<file path="src/rtl/omok_keypad_pkg.sv">
// Shared types and key-code map for the OMOK keypad scanner.
package omok_keypad_pkg;

   typedef enum logic [1:0] {
      RES_NONE  = 2'd0,
      RES_KEY   = 2'd1,
      RES_MULTI = 2'd2
   } frame_res_e;

   // Codes for the default 4x3 layout, code = row*COLS + col
   localparam int KEY_UP    = 4;
   localparam int KEY_LEFT  = 6;
   localparam int KEY_PUT   = 7;
   localparam int KEY_RIGHT = 8;
   localparam int KEY_UNDO  = 9;
   localparam int KEY_DOWN  = 10;
   localparam int KEY_HASH  = 11;

endpackage

</file>
<file path="src/rtl/keypad_debounce.sv">
// Frame-rate debouncer: turns per-frame scan results into a stable key plus
// press/release/repeat pulses.
module keypad_debounce
   import omok_keypad_pkg::*;
#(
   parameter int KEY_W     = 4,
   parameter int DEBOUNCE  = 3,
   parameter int RPT_DELAY = 8,
   parameter int RPT_RATE  = 2
) (
   input  logic             clk,
   input  logic             rst,
   input  logic             frame_stb,
   input  frame_res_e       frame_res,
   input  logic [KEY_W-1:0] frame_key,
   input  logic             rpt_en,
   output logic [KEY_W-1:0] key_code,
   output logic             key_valid,
   output logic             press_pulse,
   output logic             release_pulse,
   output logic             key_event
);

   localparam int CNT_W   = $clog2(DEBOUNCE + 1);
   localparam int RPT_MAX = (RPT_DELAY > RPT_RATE) ? RPT_DELAY : RPT_RATE;
   localparam int RPT_W   = $clog2(RPT_MAX + 1);

   logic             cand_valid_q, cand_valid_d;
   logic [KEY_W-1:0] cand_key_q, cand_key_d;
   logic [CNT_W-1:0] cnt_q, cnt_d;
   logic             stable_valid_q, stable_valid_d;
   logic [KEY_W-1:0] key_code_q, key_code_d;
   logic [RPT_W-1:0] rpt_cnt_q, rpt_cnt_d;
   logic             rpt_armed_q, rpt_armed_d;
   logic             press_q, press_d;
   logic             release_q, release_d;
   logic             event_q, event_d;
   logic             res_valid, change;

   always_comb begin
      cand_valid_d   = cand_valid_q;
      cand_key_d     = cand_key_q;
      cnt_d          = cnt_q;
      stable_valid_d = stable_valid_q;
      key_code_d     = key_code_q;
      rpt_cnt_d      = rpt_cnt_q;
      rpt_armed_d    = rpt_armed_q;
      press_d        = 1'b0;
      release_d      = 1'b0;
      event_d        = 1'b0;
      res_valid      = (frame_res == RES_KEY);
      change         = 1'b0;

      if (frame_stb) begin
         // Ghosted frames restart the run without disturbing the candidate
         if (frame_res == RES_MULTI) begin
            cnt_d = '0;
         end else if (res_valid == cand_valid_q && (!res_valid || frame_key == cand_key_q)) begin
            if (cnt_q != CNT_W'(DEBOUNCE)) cnt_d = cnt_q + 1'b1;
         end else begin
            cand_valid_d = res_valid;
            cand_key_d   = frame_key;
            cnt_d        = CNT_W'(1);
         end

         change = (cnt_d == CNT_W'(DEBOUNCE)) &&
                  ((cand_valid_d != stable_valid_q) ||
                   (cand_valid_d && cand_key_d != key_code_q));

         if (change) begin
            stable_valid_d = cand_valid_d;
            release_d      = stable_valid_q;
            rpt_cnt_d      = '0;
            rpt_armed_d    = 1'b0;
            if (cand_valid_d) begin
               press_d    = 1'b1;
               event_d    = 1'b1;
               key_code_d = cand_key_d;
            end
         end else if (stable_valid_q && rpt_en) begin
            rpt_cnt_d = rpt_cnt_q + 1'b1;
            if (rpt_cnt_d == (rpt_armed_q ? RPT_W'(RPT_RATE) : RPT_W'(RPT_DELAY))) begin
               event_d     = 1'b1;
               rpt_cnt_d   = '0;
               rpt_armed_d = 1'b1;
            end
         end
      end

      if (!rpt_en || !stable_valid_d) begin
         rpt_cnt_d   = '0;
         rpt_armed_d = 1'b0;
      end
   end

   always_ff @(posedge clk or negedge rst) begin
      if (!rst) begin
         cand_valid_q   <= 1'b0;
         cand_key_q     <= '0;
         cnt_q          <= '0;
         stable_valid_q <= 1'b0;
         key_code_q     <= '0;
         rpt_cnt_q      <= '0;
         rpt_armed_q    <= 1'b0;
         press_q        <= 1'b0;
         release_q      <= 1'b0;
         event_q        <= 1'b0;
      end else begin
         cand_valid_q   <= cand_valid_d;
         cand_key_q     <= cand_key_d;
         cnt_q          <= cnt_d;
         stable_valid_q <= stable_valid_d;
         key_code_q     <= key_code_d;
         rpt_cnt_q      <= rpt_cnt_d;
         rpt_armed_q    <= rpt_armed_d;
         press_q        <= press_d;
         release_q      <= release_d;
         event_q        <= event_d;
      end
   end

   assign key_code      = key_code_q;
   assign key_valid     = stable_valid_q;
   assign press_pulse   = press_q;
   assign release_pulse = release_q;
   assign key_event     = event_q;

endmodule

</file>
<file path="src/rtl/keypad_event_scanner.sv">
// Matrix keypad scanner: one-hot row drive, per-frame column collection,
// and a frame-rate debouncer producing clean key events.
module keypad_event_scanner
   import omok_keypad_pkg::*;
#(
   parameter int ROWS      = 4,
   parameter int COLS      = 3,
   parameter int SCAN_DIV  = 4,
   parameter int DEBOUNCE  = 3,
   parameter int RPT_DELAY = 8,
   parameter int RPT_RATE  = 2,
   localparam int KEY_W    = $clog2(ROWS * COLS)
) (
   input  logic             clk,
   input  logic             rst,
   input  logic [COLS-1:0]  key_col,
   input  logic             rpt_en,
   output logic [ROWS-1:0]  key_row,
   output logic [KEY_W-1:0] key_code,
   output logic             key_valid,
   output logic             press_pulse,
   output logic             release_pulse,
   output logic             key_event
);

   localparam int ROW_W = (ROWS > 1) ? $clog2(ROWS) : 1;
   localparam int DIV_W = (SCAN_DIV > 1) ? $clog2(SCAN_DIV) : 1;

   logic             active_q, active_d;
   logic [ROW_W-1:0] row_q, row_d;
   logic [DIV_W-1:0] dwell_q, dwell_d;
   logic [1:0]       hits_q, hits_d;
   logic [KEY_W-1:0] first_q, first_d;
   logic             sample, frame_end;
   frame_res_e       frame_res;
   logic [KEY_W-1:0] frame_key;

   always_comb begin
      active_d  = 1'b1;
      row_d     = row_q;
      dwell_d   = dwell_q;
      hits_d    = hits_q;
      first_d   = first_q;
      sample    = active_q && (dwell_q == DIV_W'(SCAN_DIV - 1));
      frame_end = sample && (row_q == ROW_W'(ROWS - 1));

      // active_q holds the scan off for the first edge so row 0 gets a full dwell
      if (active_q) begin
         if (sample) begin
            dwell_d = '0;
            row_d   = frame_end ? '0 : row_q + 1'b1;
         end else begin
            dwell_d = dwell_q + 1'b1;
         end
      end

      if (sample) begin
         for (int c = 0; c < COLS; c++) begin
            if (key_col[COLS-1-c]) begin
               if (hits_d == 2'd0) first_d = KEY_W'(int'(row_q) * COLS + c);
               if (hits_d != 2'd2) hits_d = hits_d + 2'd1;
            end
         end
      end

      frame_key = first_d;
      frame_res = RES_NONE;
      if (hits_d == 2'd1)      frame_res = RES_KEY;
      else if (hits_d == 2'd2) frame_res = RES_MULTI;

      if (frame_end) begin
         hits_d  = '0;
         first_d = '0;
      end
   end

   always_comb begin
      key_row = '0;
      for (int r = 0; r < ROWS; r++)
         key_row[ROWS-1-r] = active_q && (row_q == ROW_W'(r));
   end

   always_ff @(posedge clk or negedge rst) begin
      if (!rst) begin
         active_q <= 1'b0;
         row_q    <= '0;
         dwell_q  <= '0;
         hits_q   <= '0;
         first_q  <= '0;
      end else begin
         active_q <= active_d;
         row_q    <= row_d;
         dwell_q  <= dwell_d;
         hits_q   <= hits_d;
         first_q  <= first_d;
      end
   end

   keypad_debounce #(
      .KEY_W     (KEY_W),
      .DEBOUNCE  (DEBOUNCE),
      .RPT_DELAY (RPT_DELAY),
      .RPT_RATE  (RPT_RATE)
   ) u_debounce (
      .clk           (clk),
      .rst           (rst),
      .frame_stb     (frame_end),
      .frame_res     (frame_res),
      .frame_key     (frame_key),
      .rpt_en        (rpt_en),
      .key_code      (key_code),
      .key_valid     (key_valid),
      .press_pulse   (press_pulse),
      .release_pulse (release_pulse),
      .key_event     (key_event)
   );

endmodule

</file>
<file path="config.mk">
export PLATFORM = sky130hd
export DESIGN_NAME = keypad_event_scanner
export DESIGN_NICKNAME = d
export VERILOG_FILES = /design/src/rtl/omok_keypad_pkg.sv /design/src/rtl/keypad_debounce.sv /design/src/rtl/keypad_event_scanner.sv
export SDC_FILE = /design/constraint.sdc
export NUM_CORES = 1
export LEC_CHECK = 0
export ABC_CLOCK_PERIOD_IN_PS = 5500
export CAP_MARGIN = 20
export CORE_ASPECT_RATIO = 0.8
export CORE_MARGIN = 3
export CORE_UTILIZATION = 55
export DETAILED_ROUTE_END_ITERATION = 12
export PLACE_DENSITY_LB_ADDON = 0.15
export SLEW_MARGIN = 20
export SYNTH_ARGS = -nofsm -noshare
export SYNTH_HDL_FRONTEND = slang
export SYNTH_SLANG_ARGS = --single-unit
</file>
<file path="constraint.sdc">
create_clock -name clk -period 5.5 [get_ports clk]
set_clock_uncertainty 0.05 [all_clocks]
set_input_delay 1.1 -clock clk [delete_from_list [all_inputs] [get_ports clk]]
set_output_delay 1.1 -clock clk [all_outputs]
set_load 0.005 [all_outputs]
</file>
==> results.md <==
- Crit path max fanout: 12
- Asr flop ratio synth: 100%
- Reg power frac: 30.1%
- Rows: 20
- Post-Syn Nets: 278
- Setup Buffers After CTS: 0
- Ant. Diodes: 0
- Register area: 776 µm²
- Post-synth EDFFs: 0
- Die Span X: 78.9 µm
- Vias in the first global route: 1798
- CTS max path bufs: 2
- Pwr/cell area: 427 mW/mm²
- Post-DRT Antenna Nets: 0
- Worst-margin pin slew: just over 900 ps
- Die Ht: 64.3 µm
- Total power: 1120 µW
- Setup TNS: 0 ps
- Pre-antenna DRT Iters: 4
- Synth Cell Area: between 0.002 and 0.0025 mm²
- Port bufs: 17
- Multi-input gate area: 0.00143 mm²
- Status: complete, no violations
- DRC marker count from the first detailed-route iteration: between 150 and 200
- Hold Buf Count CTS: 0
- Top_reg_cell synth: dfrtp_1
- Final Critical Period: 5060 ps
- Worst Hold Class: reg2reg
- Nets@finish: roughly 300
- CP startpoint kind: input port
- Final period util: 92.0%
- Max Cap Viol: 0
- FILL cells: 318
- Synthesized area per cell: just under 9 µm²
- CP Data Arrival Time: 5180 ps
- Overflow after GRT: 0
- DR vias/cell: about 5.9
- Pleak: 0.00112 µW
- Combinational share of power: 54.3%
- Unrepaired setup endpoints after global routing: no
- GRT Total Usage: 21.7%
- Part of the Yosys area used for sequential elements: 33.2%
- Antenna violations before repair: 0
- Peak VDD IR: 0.000300 V
- # H-tree levels: 2
- Largest area contributor in the netlist: dfrtp_1
- Largest net degree at the start of global routing: 32
- Final Hold Fails: 0
- Final count of pins violating max slew: 0
- Layout overhead on the synthesized area: 12.4%
- Clock power frac: 15.6%
- Final GP Congestion: about 0.90
- Sw frac: 43.7%
- Post-Syn Instances: 262
- Reg2reg setup slack: 990 ps
- CORE AREA: 0.00393 mm²
- PostCTS Resize Cnt: 0
- First-pass GRT wire length: 8590 µm
- Pint: 631 µW
- Switch Pwr: 490 µW
- Hpwl dp: 3730 µm
- FF+latch count, synth: 31
- Total Routed Length: a little over 5000 µm
- Clock Sink Count: 31
- Clock slew at reported path FFs: approximately 60 ps
- Cell variety after synth: 62
- Share of layout cells above drive strength 1: 10.8%
- I/O pins: 18
- Ys Warns: 0
- Max Freq: just under 200 MHz
- CTS tree: done
- Vias: approximately 2.0k
- Hold_ws: roughly 470 ps
- Post-synth top area share: 33.2%
- Max-Slew Margin vs Limit: 39.2%
- Initial Util: 59.5%
- Critical path class: in2reg
- Req. time, crit path: ~5600 ps
- Clk root buf: clkbuf_8
- Layout Utilization: 66.8%
- DRC violations left: 0
- Setup Viol. Count Final: 0
- Die ar.: 0.00507 mm²
- CTS Buf Count: 5
- Clock Latency Late Sink: between 200 and 300 ps
- WL per Instance: 15.1 µm
- Top post-synthesis cells by area: dfrtp_1, ha_1, nand2_1, mux2i_1, a21oi_1
- Worst setup EP type: flop
## Yosys cell counts (7+ instances only)
master,count
mux2i_1,9
nand2_1,25
a21oi_1,15
o31ai_1,7
inv_1,14
nand3_1,10
dfrtp_1,31
nand4_1,7
clkbuf_1,8
nor2_1,20
o21ai_0,10
ha_1,10
## cells in the final DEF, fill, tap and decap left out, types with 4 or more instances in the layout
cell type and n:
nor2_1 20, o31ai_1 7, xnor2_1 6, nor3_1 5
clkbuf_8 5, clkdlybuf4s50_1 17, mux2i_1 9, and3_1 4
dfrtp_1 31, ha_1 10, o21ai_0 10, and2_1 6
buf_4 5, a21boi_0 4, nand4_1 7, inv_1 14
a21oi_1 15, nand3_1 10, nand2_1 25
## flip-flops by register name, summed over array words and instances (netlist names), 2 cells and up
| name | cells |
|---|---|
| first_q | 4 |
| u_debounce.rpt_cnt_q | 4 |
| u_debounce.cand_key_q | 4 |
| u_debounce.key_code | 4 |
| row_q | 2 |
| hits_q | 2 |
| u_debounce.cnt_q | 2 |
| dwell_q | 2 |
## power groups by stage
stage / Combinational, µW / Clock [µW] / Sequential (µW)
3_5_place_dp: 600 / 0 / 340
2_1_floorplan: 488 / 0 / 321
4_1_cts: 604 / 179 / 335
5_1_grt: 679 / 188 / 347
6_report: 609 / 175 / 337
3_3_place_gp: 596 / 0 / 340
## cells by family after synthesis
| group | count (synthesis) | share of synthesized area, % |
|---|---|---|
| AO/OA/AOI/OAI | 70 | 20.9 |
| flip-flops | 31 | 33.2 |
| adder cells (fa/ha/maj) | 11 | 5.95 |
| other | 1 | 0.161 |
| multiplexers | 16 | 7.71 |
| AND/OR/NAND/NOR | 95 | 22.5 |
| XOR/XNOR | 10 | 4.07 |
| buffers and inverters | 28 | 5.41 |
## worst max-delay path, stage by stage
cell and delay (ps):
clkdlybuf4s50_1 670, or4b_1 510, o211a_1 170, ha_1 210, nand2_1 120, nor2_1 60, o31ai_1 380, a21oi_1 120
nand4bb_4 270, nor3_2 340, o21ai_1 130, a31o_2 260, or3_1 500, mux2_4 350
## stage by stage
step           area [µm²]  setup WS, ps  instances
6_report             2630           442        334
2_1_floorplan        2340           962        262
3_3_place_gp         2540           363        326
5_1_grt              2630           166        334
3_5_place_dp         2540           206        326
4_1_cts              2630           510        334
## cell type report
cell class	instances	area share, %
Multi-Input combinational cell	203	54.6
Tap cell	55	2.62
Inverter	15	2.14
Sequential cell	31	29.5
Timing Repair Buffer	22	7.91
Clock buffer	5	2.62
Clock inverter	3	0.572
## worst paths after layout
kind	endpoint	start	depth (start not counted)
max	u_debounce.key_code[3]$_DFFE_PN0P_	key_col[1]	14
min	u_debounce.cnt_q[0]$_DFFE_PN0P_	u_debounce.cnt_q[0]$_DFFE_PN0P_	1
max reg2reg	u_debounce.key_code[3]$_DFFE_PN0P_	hits_q[0]$_DFF_PN0_	16
min reg2reg	u_debounce.cnt_q[0]$_DFFE_PN0P_	u_debounce.cnt_q[0]$_DFFE_PN0P_	1
max in group asynchronous	dwell_q[1]$_DFFE_PN0P_	rst	2
min in group asynchronous	u_debounce.cand_key_q[0]$_DFFE_PN0P_	rst	2
## metal layers
layer  GRT usage [%]  up-vias  routed length [µm]
met1            33.0      910                2580
met3            5.63        7                 353
met4            7.08        0                  65
met2            29.4       60                2050
li1                -      992                   -
met5               0        -                   0
Power figures use the tool's default switching activity.
